### src/rtl/keypad_scanner.sv
// 4x4 matrix keypad scanner: one-hot-low column strobes, synchronized row returns, pass-based key detect.
// Define KEYPAD_DEBOUNCE_EN to build the DEBOUNCE/RELEASE states that require DEBOUNCE_CNT matching passes.
module keypad_scanner #(
    parameter int SCAN_DIV     = 1000,
    parameter int DEBOUNCE_CNT = 4
) (
    input  logic       clk,
    input  logic       rst,
    input  logic [3:0] row_n,
    output logic [3:0] col_n,
    output logic [3:0] key_code,
    output logic       key_valid,
    output logic       key_held
);
    localparam int DW = $clog2(SCAN_DIV);

    if (SCAN_DIV < 4 || DEBOUNCE_CNT < 1) begin : g_bad_params
        $error("keypad_scanner: SCAN_DIV must be >= 4 and DEBOUNCE_CNT >= 1");
    end

    logic [3:0]    row_meta;
    logic [3:0]    row_s;
    logic [DW-1:0] dwell;
    logic [1:0]    col_idx;
    logic          tc;
    logic          hit;
    logic [1:0]    row_idx;
    logic [3:0]    col_code;
    logic          acc_found;
    logic [3:0]    acc_code;
    logic          pass_done;
    logic          pass_found;
    logic [3:0]    pass_code;

    always_ff @(posedge clk or posedge rst) begin
        if (rst) begin
            row_meta <= '1;
            row_s    <= '1;
        end else begin
            row_meta <= row_n;
            row_s    <= row_meta;
        end
    end

    assign tc = (dwell == DW'(SCAN_DIV - 1));

    always_comb begin
        hit = ~&row_s;
        if (!row_s[0])      row_idx = 2'd0;
        else if (!row_s[1]) row_idx = 2'd1;
        else if (!row_s[2]) row_idx = 2'd2;
        else                row_idx = 2'd3;
        col_code = {col_idx, row_idx};
    end

    // Earlier columns keep priority: the accumulator only takes a hit while nothing is recorded yet.
    assign pass_done  = tc && (col_idx == 2'd3);
    assign pass_found = acc_found | hit;
    assign pass_code  = acc_found ? acc_code : col_code;

    always_ff @(posedge clk or posedge rst) begin
        if (rst) begin
            dwell     <= '0;
            col_idx   <= '0;
            col_n     <= 4'b1110;
            acc_found <= 1'b0;
            acc_code  <= '0;
        end else if (tc) begin
            dwell   <= '0;
            col_idx <= col_idx + 2'd1;
            col_n   <= ~(4'b0001 << (col_idx + 2'd1));
            if (col_idx == 2'd0) begin
                acc_found <= hit;
                acc_code  <= col_code;
            end else if (!acc_found && hit) begin
                acc_found <= 1'b1;
                acc_code  <= col_code;
            end
        end else begin
            dwell <= dwell + DW'(1);
        end
    end

`ifdef KEYPAD_DEBOUNCE_EN
    localparam int CW = $clog2(DEBOUNCE_CNT + 1);

    typedef enum logic [1:0] {IDLE, DEBOUNCE, PRESSED, RELEASE} state_t;

    state_t        state;
    logic [CW-1:0] cnt;
    logic [3:0]    candidate;

    always_ff @(posedge clk or posedge rst) begin
        if (rst) begin
            state     <= IDLE;
            cnt       <= '0;
            candidate <= '0;
            key_code  <= '0;
            key_valid <= 1'b0;
            key_held  <= 1'b0;
        end else begin
            key_valid <= 1'b0;
            if (pass_done) begin
                case (state)
                    IDLE: if (pass_found) begin
                        if (DEBOUNCE_CNT == 1) begin
                            state     <= PRESSED;
                            key_code  <= pass_code;
                            key_valid <= 1'b1;
                            key_held  <= 1'b1;
                        end else begin
                            candidate <= pass_code;
                            cnt       <= CW'(1);
                            state     <= DEBOUNCE;
                        end
                    end
                    DEBOUNCE: begin
                        if (!pass_found) begin
                            state <= IDLE;
                        end else if (pass_code != candidate) begin
                            candidate <= pass_code;
                            cnt       <= CW'(1);
                        end else if (cnt + CW'(1) == CW'(DEBOUNCE_CNT)) begin
                            state     <= PRESSED;
                            key_code  <= candidate;
                            key_valid <= 1'b1;
                            key_held  <= 1'b1;
                        end else begin
                            cnt <= cnt + CW'(1);
                        end
                    end
                    PRESSED: if (!pass_found) begin
                        if (DEBOUNCE_CNT == 1) begin
                            state    <= IDLE;
                            key_held <= 1'b0;
                        end else begin
                            cnt   <= CW'(1);
                            state <= RELEASE;
                        end
                    end
                    RELEASE: begin
                        if (pass_found) begin
                            state <= PRESSED;
                        end else if (cnt + CW'(1) == CW'(DEBOUNCE_CNT)) begin
                            state    <= IDLE;
                            key_held <= 1'b0;
                        end else begin
                            cnt <= cnt + CW'(1);
                        end
                    end
                    default: state <= IDLE;
                endcase
            end
        end
    end
`else
    typedef enum logic [0:0] {IDLE, PRESSED} state_t;

    state_t state;

    always_ff @(posedge clk or posedge rst) begin
        if (rst) begin
            state     <= IDLE;
            key_code  <= '0;
            key_valid <= 1'b0;
            key_held  <= 1'b0;
        end else begin
            key_valid <= 1'b0;
            if (pass_done) begin
                case (state)
                    IDLE: if (pass_found) begin
                        state     <= PRESSED;
                        key_code  <= pass_code;
                        key_valid <= 1'b1;
                        key_held  <= 1'b1;
                    end
                    PRESSED: if (!pass_found) begin
                        state    <= IDLE;
                        key_held <= 1'b0;
                    end
                    default: state <= IDLE;
                endcase
            end
        end
    end
`endif

endmodule
### config.mk
export PLATFORM = sky130hd
export DESIGN_NAME = keypad_scanner
export DESIGN_NICKNAME = d
export VERILOG_FILES = /design/src/rtl/keypad_scanner.sv
export SDC_FILE = /design/constraint.sdc
export NUM_CORES = 1
export LEC_CHECK = 0
export CORE_MARGIN = 4
export CORE_UTILIZATION = 45
export CTS_BUF_LIST = sky130_fd_sc_hd__clkbuf_4 sky130_fd_sc_hd__clkbuf_8 sky130_fd_sc_hd__clkbuf_16
export CTS_CLUSTER_SIZE = 16
export DETAILED_ROUTE_END_ITERATION = 6
export PLACE_DENSITY_LB_ADDON = 0.05
export REMOVE_ABC_BUFFERS = 1
export SYNTH_ARGS = -nofsm -noshare
export SYNTH_HDL_FRONTEND = slang
export SYNTH_SLANG_ARGS = --single-unit
### constraint.sdc
create_clock -name clk -period 2.72 [get_ports clk]
set_input_delay 0.544 -clock clk [delete_from_list [all_inputs] [get_ports clk]]
set_output_delay 0.544 -clock clk [all_outputs]
set_load 0.01 [all_outputs]
==> metrics.md, run 1 <==
| Metric | Value |
|---|---|
| Status | `finished clean` |
| Library cell contributing the largest single delay on the critical path | `dfrtp_1` |
| Total placed cells including tap cells | `188` |
| Leading cell types by total area after synthesis | `dfrtp_1, dfstp_2, ha_1` |
| Clock latency on the worst-skew pair | `340 ps` |
| Post-CTS Setup Repair Bufs | `0` |
| Max transition margin | `0.709` |
| Count of max-cap constraint violations | `0` |
| Overall fraction of global-route tracks in use | `0.131` |
| Biggest area consumer among synthesized cells | `dfrtp_1` |
| Full die area | `4450 sq um` |
| Number of global-route vias before repair | `953` |
| Number of top-level pins | `16` |
| Final setup violation count | `0` |
| Time the final worst path needs with I/O delays and setup | `1980 ps` |
| Peak per-stage delay on the critical path | `390 ps` |
| Part of the power in the clock network | `0.353` |
| Power per standard cell area | `487 nW/um^2` |
| Count of routing violations after the opening detailed-route iteration | `32` |
| Most common cell after layout, fill and taps aside | `dfrtp_1` |
| Final Slew Violations | `0` |
| Beginning of the critical path | `dwell[0]` |
| HPWL after detailed placement | `1.69 mm` |
| Seq/Total Area, Yosys | `0.590` |
| TritonCTS Buffers | `5` |
| Global-route wire length before repair | `4.26 mm` |
| Synth Warn # | `0` |
| Switching share of total power | `0.216` |
| Setup repair after global routing missed its margin | `false` |
| Fraction of met1 tracks used by global routing | `0.159` |
| Pre-antenna DRT Iters | `4` |
| Area growth from synthesis to layout | `16.9%` |
| Number of vias per cell after detailed routing | `4.86` |
| IR drop worst, VDD | `0.000293 V` |
| Height of the die | `66.7 microns` |
| Number of antenna violations at the first check in global routing | `0` |
| Slew at the pin closest to its max-slew limit | `437 ps` |
| Average wire per cell in the routed design | `12.1 microns` |
| Cells along the critical path | `ha_1, and4b_1, nand3_2, nor2_1, mux2_2` |
| Kind of capture point of the worst setup path | `flop` |
| Clock tree sinks | `36` |
| Minimum setup slack after placement | `720 ps` |
| Arrival time reported for the critical path endpoint | `2220 ps` |
| Count of cells along the worst register-to-register path | `5` |
| Clk pin slew, worst setup/hold paths | `110 ps` |
| Inserted Diodes | `0` |
| Count of vias placed by the detailed router | `952` |
| Clock tree from TritonCTS | `yes` |
| Critical Path Source Type | `flop` |
| Cell at the root of the clock tree | `clkbuf_4` |
| Core area | `3340 sq um` |
| Hold buffer count at cts | `0` |
| Share of layout cells above drive strength 1 | `0.233` |
| Row Count | `21` |
| Maximum achievable frequency | `505 MHz` |
| Gp weighted congestion | `0.764` |
| Post-route insts no fill | `196` |
| Int Power | `692 uW` |
| Part of the power in registers | `0.622` |
| Worst setup slack for register-to-register paths | `740 ps` |
| Final nets | `161` |
| Avg Cell Area, Syn | `12.0 sq um` |
| Final-report hold violation count | `0` |
| Met3 track demand over resource | `0.0506` |
| Path type of the worst setup path | `reg -> reg` |
| Number of register bits inferred by synthesis | `36` |
| Endpoint of the lowest-slack register-to-register path | `acc_code[2]` |
| Switching power | `190 uW` |
| Static Leakage | `0.795 nW` |
| Pin count of the biggest net entering global routing | `37` |
| Gate count of the mapped netlist | `129` |
| Clock buffer depth | `2` |
| Distinct cell type count after synthesis | `30` |
| Maximum fanout count along the critical path | `10` |
| Busiest grt layer | `met2` |
| Summed negative setup slack over all endpoints | `0 ps` |
| Final worst path period share | `0.729` |
| Global route total overflow | `0` |
| Final Core Density | `0.543` |
| IO buf count | `15` |
| Leading cell types in the layout, fill and taps excluded | `dfrtp_1, nand2_1, clkdlybuf4s50_1` |
| Combinational Power Share | `0.025` |
| Area share of the largest cell type after synthesis | `0.403` |
| DRC errors left | `0` |
| Post-route cell area | `1810 sq um` |
| Count of nets left with antenna violations after detail routing | `0` |
| CP required | `2950 ps` |
| Grt met2 use | `0.200` |
| Minimum hold slack | `362 ps` |
| Cell area after technology mapping | `1550 sq um` |
| Initial cell density of the core | `0.465` |
| Capturing instance or port of the critical path | `acc_code[2]` |
| Total power draw | `882 uW` |
| # resized after CTS | `0` |
| Classification of the worst-slack hold path | `reg -> reg` |
| Final worst-path setup slack | `738 ps` |
| Placed Area | `1750 sq um` |
| Reg2reg start | `dwell[0]` |
| Setup skew after layout | `3.48 ps` |
| Die width | `66.7 microns` |
| Number of H-tree branching levels | `2` |
| Total length of routed wires | `2.37 mm` |
-- power by group through the flow --
stage               clock (mW)  combinational, mW  sequential, mW
detailed placement           0             0.0235           0.558
CTS                      0.328             0.0237           0.549
global placement             0             0.0232           0.558
floorplan                    0             0.0116           0.558
global route             0.355             0.0264           0.550
finish                   0.311             0.0224           0.548
-- cells by family after synthesis --
group	synth area share
and+or+nand+nor	0.140
AOI/OAI and AO/OA	0.0694
adders and majority gates	0.0484
muxes	0.0742
DFF	0.590
xor gates and xnor gates	0.0395
buffers and inverters	0.0395
-- flip-flops by register name (all words and copies together) (netlist names) --
signal	count
dwell	10
acc_code	4
col_n	4
key_code	4
row_meta	4
row_s	4
col_idx	2
acc_found	1
key_held	1
key_valid	1
state	1
-- layer usage --
| layer | wire length, microns | vias up |
|---|---|---|
| met2 | 1070 | 18 |
| met3 | 117 | 7 |
| met1 | 1120 | 456 |
| li1 | - | 471 |
| met4 | 59 | 0 |
| met5 | 0 | - |
-- worst max-delay path: cells and delay by family (launching register included) --
| family | cells | cell delay, ps |
|---|---|---|
| and+or+nand+nor | 3 | 890 |
| DFF | 1 | 390 |
| muxes | 1 | 380 |
| adders and majority gates | 1 | 220 |
-- cell usage after synthesis, drive strengths merged --
| cell | count |
|---|---|
| dfrtp | 25 |
| nand2 | 15 |
| o21ai | 12 |
| dfstp | 11 |
| inv | 11 |
| mux2 | 8 |
| nor2 | 8 |
| ha | 6 |
| nand3 | 4 |
| xor2 | 4 |
| and4 | 3 |
| nand4 | 3 |
| xnor2 | 3 |
| a21boi | 2 |
| a21oi | 2 |
| buf | 2 |
| a22o | 1 |
| and2 | 1 |
| and3 | 1 |
| and4b | 1 |
| clkbuf | 1 |
| mux2i | 1 |
| nand2b | 1 |
| o22ai | 1 |
| o31ai | 1 |
| or3 | 1 |
-- how the worst min path moves through the flow --
| stage | from | to | slack [ps] | depth (start not counted) |
|---|---|---|---|---|
| floorplan | row_meta[0] | row_s[0] | 350 | 0 |
| global placement | row_meta[1] | row_s[1] | 350 | 0 |
| detailed placement | row_meta[1] | row_s[1] | 350 | 0 |
| CTS | row_meta[2] | row_s[2] | 360 | 0 |
| global route | row_meta[1] | row_s[1] | 370 | 0 |
| finish | row_meta[2] | row_s[2] | 360 | 0 |
-- area by class of cell --
type | instances | area (sq um)
fill | 300 | 1520
sequential | 36 | 915
multi-input combinational | 79 | 576
timing repair buffer | 16 | 158
clock buffer | 7 | 58.8
tap | 46 | 57.6
inverter | 11 | 41.3
clock inverter | 1 | 7.51
Power figures use the tool's default switching activity.
==> inputs of run 2 (changes only) <==
==> constraint.sdc (replaced) <==
create_clock -name clk -period 1.6 [get_ports clk]
set_input_delay 0.32 -clock clk [delete_from_list [all_inputs] [get_ports clk]]
set_output_delay 0.32 -clock clk [all_outputs]
set_load 0.01 [all_outputs]
==> run 2 against run 1 <==
- the run now ends with setup timing left
- non-clock buffer count is 23 higher
- worst setup slack worse by 880 ps
- cell count is 12% higher
- count of clock-buffer cells in the layout is 1 lower
- register-to-register slack worse by 880 ps
- largest cell class unchanged
==> metrics.md, run 2 (same netlist as run 1, synthesis figures left out) <==
| Metric | Value |
|---|---|
| Status | `finished with violations` |
| Failing checks | `setup timing` |
| Number of H-tree branching levels | `2 (unchanged)` |
| Grt met2 use | `0.236 (+0.0359)` |
| Summed negative setup slack over all endpoints | `-749 ps (-749 ps)` |
| Capturing instance or port of the critical path | `key_code[1]` |
| Count of vias placed by the detailed router | `1042 (+9.5%)` |
| Number of global-route vias before repair | `1037 (+8.8%)` |
| Static Leakage | `1.03 nW (+29%)` |
| HPWL after detailed placement | `1.98 mm (+17%)` |
| Share of layout cells above drive strength 1 | `0.358 (+0.125)` |
| IO buf count | `15 (unchanged)` |
| Worst setup slack for register-to-register paths | `-140 ps (-880 ps)` |
| Number of antenna violations at the first check in global routing | `0 (unchanged)` |
| Number of vias per cell after detailed routing | `4.76 (-2.0%)` |
| Total power draw | `1.62 mW (+83%)` |
| DRC errors left | `0 (unchanged)` |
| Time the final worst path needs with I/O delays and setup | `1740 ps (-245 ps)` |
| Maximum achievable frequency | `576 MHz (+14%)` |
| Final worst path period share | `1.09 (+0.357)` |
| Arrival time reported for the critical path endpoint | `1980 ps (-240 ps)` |
| Gp weighted congestion | `0.790 (+3.3%)` |
| Full die area | `4450 sq um (unchanged)` |
| Classification of the worst-slack hold path | `in -> async` |
| Final Slew Violations | `0 (unchanged)` |
| Number of top-level pins | `16 (unchanged)` |
| Global route total overflow | `0 (unchanged)` |
| Fraction of met1 tracks used by global routing | `0.165 (+0.00627)` |
| Count of routing violations after the opening detailed-route iteration | `36 (+13%)` |
| Average wire per cell in the routed design | `12.4 microns (+2.9%)` |
| TritonCTS Buffers | `5 (unchanged)` |
| Core area | `3340 sq um (unchanged)` |
| Clock tree sinks | `36 (unchanged)` |
| Final worst-path setup slack | `-137 ps (-875 ps)` |
| IR drop worst, VDD | `0.000521 V (+78%)` |
| Final setup violation count | `7 (+7)` |
| Setup skew after layout | `6.28 ps (+2.80 ps)` |
| Largest register by flop count | `dwell` |
| Count of cells along the worst register-to-register path | `5 (unchanged)` |
| Clock tree from TritonCTS | `yes` |
| Reg2reg start | `dwell[1]` |
| Global-route wire length before repair | `4.73 mm (+11%)` |
| Endpoint of the lowest-slack register-to-register path | `key_code[1]` |
| Final nets | `184 (+14%)` |
| Maximum fanout count along the critical path | `4 (-6)` |
| Critical Path Source Type | `flop` |
| Clk pin slew, worst setup/hold paths | `110 ps (about the same)` |
| Overall fraction of global-route tracks in use | `0.145 (+0.0138)` |
| Minimum setup slack after placement | `-142 ps (-863 ps)` |
| Kind of capture point of the worst setup path | `flop` |
| Count of nets left with antenna violations after detail routing | `0 (unchanged)` |
| Max transition margin | `0.844 (+0.135)` |
| Clock buffer depth | `2 (unchanged)` |
| CP required | `1840 ps (-1110 ps)` |
| Area growth from synthesis to layout | `31.7%` |
| Setup repair after global routing missed its margin | `true` |
| Initial cell density of the core | `0.465 (unchanged)` |
| Flip-flop count of the largest register, all copies and words added | `10 (unchanged)` |
| Row Count | `21 (unchanged)` |
| Final-report hold violation count | `0 (unchanged)` |
| Pin count of the biggest net entering global routing | `37 (unchanged)` |
| Die width | `66.7 microns (unchanged)` |
| Beginning of the critical path | `dwell[1]` |
| Clock latency on the worst-skew pair | `340 ps (about the same)` |
| Power per standard cell area | `792 nW/um^2 (+63%)` |
| Height of the die | `66.7 microns (unchanged)` |
| Most common cell after layout, fill and taps aside | `dfrtp_1` |
| Slew at the pin closest to its max-slew limit | `232 ps (-205 ps)` |
| Pre-antenna DRT Iters | `4 (unchanged)` |
| Leading cell types in the layout, fill and taps excluded | `dfrtp_1, buf_4, nand2_1` |
| Met3 track demand over resource | `0.0523 (+0.00169)` |
| Busiest grt layer | `met2` |
| Total length of routed wires | `2.72 mm (+15%)` |
| Cell at the root of the clock tree | `clkbuf_4` |
| Inserted Diodes | `0 (unchanged)` |
| Path type of the worst setup path | `reg -> reg` |
| Count of max-cap constraint violations | `0 (unchanged)` |
[run 2: report_power, final]
group | total, mW | internal [mW] | leakage (nW) | switching, mW
registers | 0.933 | 0.928 | 0.450 | 0.00435
logic | 0.0455 | 0.0210 | 0.531 | 0.0244
clock network | 0.641 | 0.344 | 0.0456 | 0.296
[run 2: final cells by class]
class                   instances  area, sq um
clock buffers                   6         45.0
clock inverters                 2         35.0
fillers                       283         1290
inverters                      11         41.3
multi-input cells              79          598
flip-flops and latches         36          915
well taps                      46         57.6
repair buffers                 39          352
[run 2: per-layer routing]
metal | part of all wire | up-vias
met2 | 0.49 | 20
met3 | 0.049 | 8
li1 | - | 518
met4 | 0.026 | 0
met5 | 0 | -
met1 | 0.44 | 496
[run 2: worst max-delay path, stage by stage (launching register included)]
cell and delay (ps):
dfrtp_1 370, ha_2 180, and4b_2 270, nand4_4 90, or3_4 420, mux2_4 310
[run 2: timing repair]
action / in CTS / in global routing
pin swaps: 1 / 7
hold buffers: 0 / 0
gates resized for setup: 5 / 9
setup buffers: 2 / 3
endpoints found under the setup margin: 12 / 20
[run 2: worst min path at each step]
| stage | endpoint | depth (start not counted) | slack [ps] |
|---|---|---|---|
| after global routing | dwell[8] | 3 | 340 |
| final | dwell[5] | 3 | 310 |
| after global placement | row_s[1] | 0 | 350 |
| after CTS | key_code[1] | 3 | 300 |
| after detailed placement | row_s[1] | 0 | 350 |
| after floorplan | row_meta[0] | 0 | 320 |
[run 2: stage by stage]
stage               hold slack [ps]  utilization  cell area [sq um]  cells
floorplan                       324            -               1530    126
global placement                346        0.568               1890    206
detailed placement              349        0.568               1890    206
CTS                             301        0.596               1990    216
global route                    344        0.612               2040    219
finish                          309        0.612               2040    219
==> inputs of run 3 (changes only) <==
--- a/config.mk
+++ b/config.mk
@@ -11,7 +11,6 @@
 export CTS_CLUSTER_SIZE = 16
 export DETAILED_ROUTE_END_ITERATION = 6
 export PLACE_DENSITY_LB_ADDON = 0.05
-export REMOVE_ABC_BUFFERS = 1
 export SYNTH_ARGS = -nofsm -noshare
 export SYNTH_HDL_FRONTEND = slang
 export SYNTH_SLANG_ARGS = --single-unit
==> run 3 against run 2 <==
- the run still ends with setup timing left
- register-to-register slack improved by 40 ps
- via count decreased by 3.1%
- sequential share of layout area rose by 0.70 points
- combinational power decreased by 1%
- count of clock-buffer cells in the layout decreased by 1
- first-iteration DRC count grew 11%
- sequential cell count is the same
- cell count shrank 1.8%
- sequential power hardly changed
- critical path depth stayed put
- clock power down 26%
- critical path type unchanged
- critical endpoint is now key_code[2]
- largest cell class unchanged
==> metrics.md, run 3 (same netlist as run 1, synthesis figures left out) <==
| Metric | Value |
|---|---|
| Die width | `66.7 microns (unchanged)` |
| Slew at the pin closest to its max-slew limit | `278 ps (+46.6 ps)` |
| Share of layout cells above drive strength 1 | `0.367 (+0.00848)` |
| Time the final worst path needs with I/O delays and setup | `1700 ps (-40.4 ps)` |
| Setup repair after global routing missed its margin | `true` |
| Core area | `3340 sq um (unchanged)` |
| Leading cell types in the layout, fill and taps excluded | `dfrtp_1, buf_4, nand2_1` |
| Initial cell density of the core | `0.465 (unchanged)` |
| Count of vias placed by the detailed router | `1010 (-3.1%)` |
| Classification of the worst-slack hold path | `in -> async` |
| Final-report hold violation count | `0 (unchanged)` |
| Height of the die | `66.7 microns (unchanged)` |
| Status | `finished with violations` |
| Path type of the worst setup path | `reg -> reg` |
| Count of routing violations after the opening detailed-route iteration | `40 (+11%)` |
| Count of nets left with antenna violations after detail routing | `0 (unchanged)` |
| TritonCTS Buffers | `5 (unchanged)` |
| Library cell contributing the largest single delay on the critical path | `or3_4` |
| Post-route insts no fill | `215 (-1.8%)` |
| Number of top-level pins | `16 (unchanged)` |
| Final setup violation count | `7 (unchanged)` |
| Number of global-route vias before repair | `1007 (-2.9%)` |
| HPWL after detailed placement | `1.91 mm (-3.6%)` |
| Cell at the root of the clock tree | `clkbuf_4` |
| Maximum fanout count along the critical path | `4 (unchanged)` |
| Arrival time reported for the critical path endpoint | `1930 ps (-50 ps)` |
| Area taken by flip-flops and latches | `915 sq um (unchanged)` |
| Final worst path period share | `1.06 (-0.0253)` |
| Summed negative setup slack over all endpoints | `-450 ps (+300 ps)` |
| Clock tree from TritonCTS | `yes` |
| Area growth from synthesis to layout | `29.7%` |
| DRC errors left | `0 (unchanged)` |
| Beginning of the critical path | `dwell[0]` |
| Inserted Diodes | `0 (unchanged)` |
| Total placed cells including tap cells | `205 (-0.49%)` |
| Final worst-path setup slack | `-96.4 ps (+40.4 ps)` |
| Count of max-cap constraint violations | `0 (unchanged)` |
| Cells along the critical path | `ha_2, and4b_2, nand4_4, or3_4, mux2_4` |
| Number of H-tree branching levels | `2 (unchanged)` |
| Failing checks | `setup timing` |
| Largest register by flop count | `dwell` |
| Critical Path Source Type | `flop` |
| Count of cells along the worst register-to-register path | `5 (unchanged)` |
| CP required | `1830 ps (about the same)` |
| Number of filler instances in the final layout | `293 (+3.5%)` |
| Worst setup slack for register-to-register paths | `-100 ps (+40 ps)` |
| Clock buffer depth | `2 (unchanged)` |
| Synthesized netlist net count | `141` |
| Power per standard cell area | `720 nW/um^2 (-9.1%)` |
| Reg2reg start | `dwell[0]` |
| IO buf count | `15 (unchanged)` |
| Maximum achievable frequency | `589 MHz (+2.4%)` |
| Pre-antenna DRT Iters | `4 (unchanged)` |
| Final Core Density | `0.603 (-0.00937)` |
| Final nets | `180 (-2.2%)` |
| Total power draw | `1.45 mW (-10%)` |
| Full die area | `4450 sq um (unchanged)` |
| Setup skew after layout | `8.89 ps (+2.61 ps)` |
| Overall fraction of global-route tracks in use | `0.141 (-0.00378)` |
| Clock latency on the worst-skew pair | `340 ps (about the same)` |
| Gp weighted congestion | `0.819 (+3.8%)` |
| Static Leakage | `0.991 nW (-3.5%)` |
| IR drop worst, VDD | `0.000424 V (-19%)` |
| Number of antenna violations at the first check in global routing | `0 (unchanged)` |
| Global-route wire length before repair | `4.51 mm (-4.5%)` |
| Average wire per cell in the routed design | `12.2 microns (-1.7%)` |
| Minimum hold slack | `308 ps (-1.66 ps)` |
| Total length of routed wires | `2.63 mm (-3.5%)` |
| Number of vias per cell after detailed routing | `4.70 (-1.3%)` |
| Kind of capture point of the worst setup path | `flop` |
| Pin count of the biggest net entering global routing | `37 (unchanged)` |
| Endpoint of the lowest-slack register-to-register path | `key_code[2]` |
| Final Slew Violations | `0 (unchanged)` |
| Clk pin slew, worst setup/hold paths | `100 ps (about the same)` |
| Most common cell after layout, fill and taps aside | `dfrtp_1` |
| Global route total overflow | `0 (unchanged)` |
| Area of the multi-input gates | `626 sq um (+4.6%)` |
| Clock tree sinks | `36 (unchanged)` |
| Capturing instance or port of the critical path | `key_code[2]` |
| Peak per-stage delay on the critical path | `380 ps (-40 ps)` |
| Flip-flop count of the largest register, all copies and words added | `10 (unchanged)` |
| Row Count | `21 (unchanged)` |
| Max transition margin | `0.814 (-0.0297)` |
==> run 3: timing repair <==
action	CTS	global route
resized for setup	5	13
hold buffers	0	0
cloned	0	0
setup endpoints to repair	12	15
setup buffers	2	0
pin swaps	1	4
==> run 3: stage by stage <==
| stage | area [sq um] | setup WS, ps |
|---|---|---|
| 3_3_place_gp | 1900 | -85.9 |
| 2_1_floorplan | 1560 | -203 |
| 3_5_place_dp | 1900 | -111 |
| 6_report | 2010 | -96.4 |
| 4_1_cts | 1960 | -106 |
| 5_1_grt | 2010 | -145 |
==> run 3: critical path: cells and delay by family (launching register included) <==
kind                     cells  cell delay [ps]
AND/OR/NAND/NOR              3              740
flip-flops                   1              370
adder cells (fa/ha/maj)      1              180
multiplexers                 1              300
==> run 3: area by class of cell <==
| type | instances | area share |
|---|---|---|
| Inverter | 11 | 0.0205 |
| Clock buffer | 5 | 0.0187 |
| Clock inverter | 3 | 0.00933 |
| Multi-Input combinational cell | 79 | 0.311 |
| Timing Repair Buffer | 35 | 0.157 |
| Sequential cell | 36 | 0.455 |
| Tap cell | 46 | 0.0286 |
==> run 3: worst min path at each step <==
| stage | from | endpoint | slack, ps | depth (start not counted) |
|---|---|---|---|---|
| 2_1_floorplan | row_n[0] | row_meta[0] | 320 | 0 |
| 3_3_place_gp | row_meta[1] | row_s[1] | 350 | 0 |
| 3_5_place_dp | row_meta[0] | row_s[0] | 350 | 0 |
| 4_1_cts | rst | dwell[8] | 290 | 3 |
| 5_1_grt | rst | dwell[5] | 310 | 3 |
| 6_report | rst | dwell[7] | 310 | 3 |
==> run 3: per-layer routing <==
metal  global-route usage  part of all wire  vias up  wire length (microns)
met5                    0                 0        -                      0
li1                     -                 -      508                      -
met3               0.0607             0.046        7                    122
met2                0.234              0.49       18                   1280
met1                0.154              0.44      477                   1160
met4               0.0685             0.021        0                     56
==> run 3: report_power, final <==
group,leakage (nW),total (mW),internal (mW),switching [mW]
combinational,0.506,0.0450,0.0211,0.0239
sequential,0.450,0.932,0.928,0.00418
clock,0.0349,0.472,0.169,0.303
==> RTL change: new RTL, flow settings as in run 3 <==
Add a define of `KEYPAD_DEBOUNCE_EN`.
--- a/src/rtl/keypad_scanner.sv
+++ b/src/rtl/keypad_scanner.sv
@@ -2,2 +2,4 @@
 // Define KEYPAD_DEBOUNCE_EN to build the DEBOUNCE/RELEASE states that require DEBOUNCE_CNT matching passes.
+`define KEYPAD_DEBOUNCE_EN
+
 module keypad_scanner #(
Function: same outputs for any inputs over 10 cycles, from zero or initial values and one cycle with rst high; that may be too few to reach the edited logic, so the function may still have changed.
==> RTL change against run 3 <==
The flow still finishes with violations (negative setup slack); power increased by 36%; combinational power grew to 2.8 times the old value; setup slack got worse by 0.34 ns; synthesized area is 32% higher; first-iteration DRC count increased by 73%; via count grew 54%; critical endpoint is now key_code[1]; cell area up 50%; maximum frequency shrank 17%; routed wire length increased by 70%; clock skew is 0.0024 ns lower; sequential cell count increased by 8; utilization rose by 8.3 points.
==> RTL change: results (changes against run 3) <==
[logic_synthesis]
synthTopCellsByCount = dfrtp_1, nand2_1, dfstp_2, nor2_1, o21ai_0
synthXorXnorAreaFrac = 0.0512  ; +0.0116
synth_cell_types = 47  ; +57%
synthCells = 184  ; +43%
synth_fa_ha_area_frac = 0.0426  ; -0.00576
yosysSeqAreaShare = 0.543  ; -0.0469
synth_compound_area_frac = 0.107  ; +0.0372

[sta]
setup_ws_ns = -0.436  ; -0.340 ns
fin_tns_setup_ns = -4.66  ; -4.21 ns
setup_viol = 14  ; +7

[grt]
grt.met2_usage = 0.274  ; +0.0403
grt_pass1_vias = 1640  ; +63%
grt_usage = 0.168  ; +0.0270
grt_max_degree = 45  ; +22%

[power_and_ir_drop]
vdd_drop_max_mv = 0.478  ; +13%

[status]
status = finished, violations left
violations = negative setup slack

[detailed_routing]
wire_per_inst_um = 14.6  ; +19%
wl_met1_um = 2020  ; +74%
routed_via_density = 5.09  ; +8.3%

[place]
pre_cts_ws_ns = -0.468  ; -0.357 ns
dpl.hpwl_um = 2950  ; +54%
finalWeightedCongestion = 0.817  ; -0.34%

[cells_and_area]
drive_above_1_share = 0.441  ; +0.0741
final_nets = 266  ; +48%

[hold_path]
min_path_type = register to register

[clock_tree]
cts.reportedPaths.clkPinSlew_ns = 0.08  ; -0.02 ns
clockRootBuffer = clkbuf_8

## RTL change: logic make-up (layout without fill, tap and decap cells)
kind of cell,count (synthesis),in the layout
AO/OA/AOI/OAI,35,35
flip-flops,44,44
buffers and inverters,12,82
XOR/XNOR,12,12
multiplexers,10,10
AND/OR/NAND/NOR,64,64
adder cells (fa/ha/maj),7,7
## RTL change: worst reg2reg max path, stage by stage, from the launching register on
cell	delay, ns
dfstp_2	0.55
and3b_2	0.23
o21a_1	0.13
o211ai_1	0.11
or4_4	0.59
mux2_4	0.32
## RTL change: where the power goes
group / switching (W) / internal, W / total, W
Clock: 0.000365 / 0.000346 / 0.000711
Sequential: 0.00000520 / 0.00113 / 0.00114
Combinational: 0.0000633 / 0.0000627 / 0.000126
Total: 0.000434 / 0.00154 / 0.00197
## RTL change: repair_timing
item | in CTS | in global routing
resized for setup | 24 | 37
pin swaps | 8 | 15
setup endpoints to repair | 27 | 21
setup buffers | 5 | 8
## RTL change: final cells by class
type / count / area, um^2 / area share
inverters: 7 / 26.3 / 0.00873
clock buffers: 7 / 83.8 / 0.0279
multi-input cells: 128 / 1110 / 0.368
flip-flops and latches: 44 / 1120 / 0.371
well taps: 52 / 65.1 / 0.0216
clock inverters: 1 / 8.76 / 0.00291
repair buffers: 67 / 602 / 0.200
## RTL change: path summary, 6_finish.rpt
path / startpoint / to / slack, ns
setup reg to reg: row_s[1] / key_code[1] / -0.44
max in group asynchronous: rst / row_meta[3] / 0.94
min in group asynchronous: rst / cnt[2] / 0.38
hold reg to reg: row_meta[3] / row_s[3] / 0.36
hold / removal: row_meta[3] / row_s[3] / 0.36
setup / recovery: row_s[1] / key_code[1] / -0.44
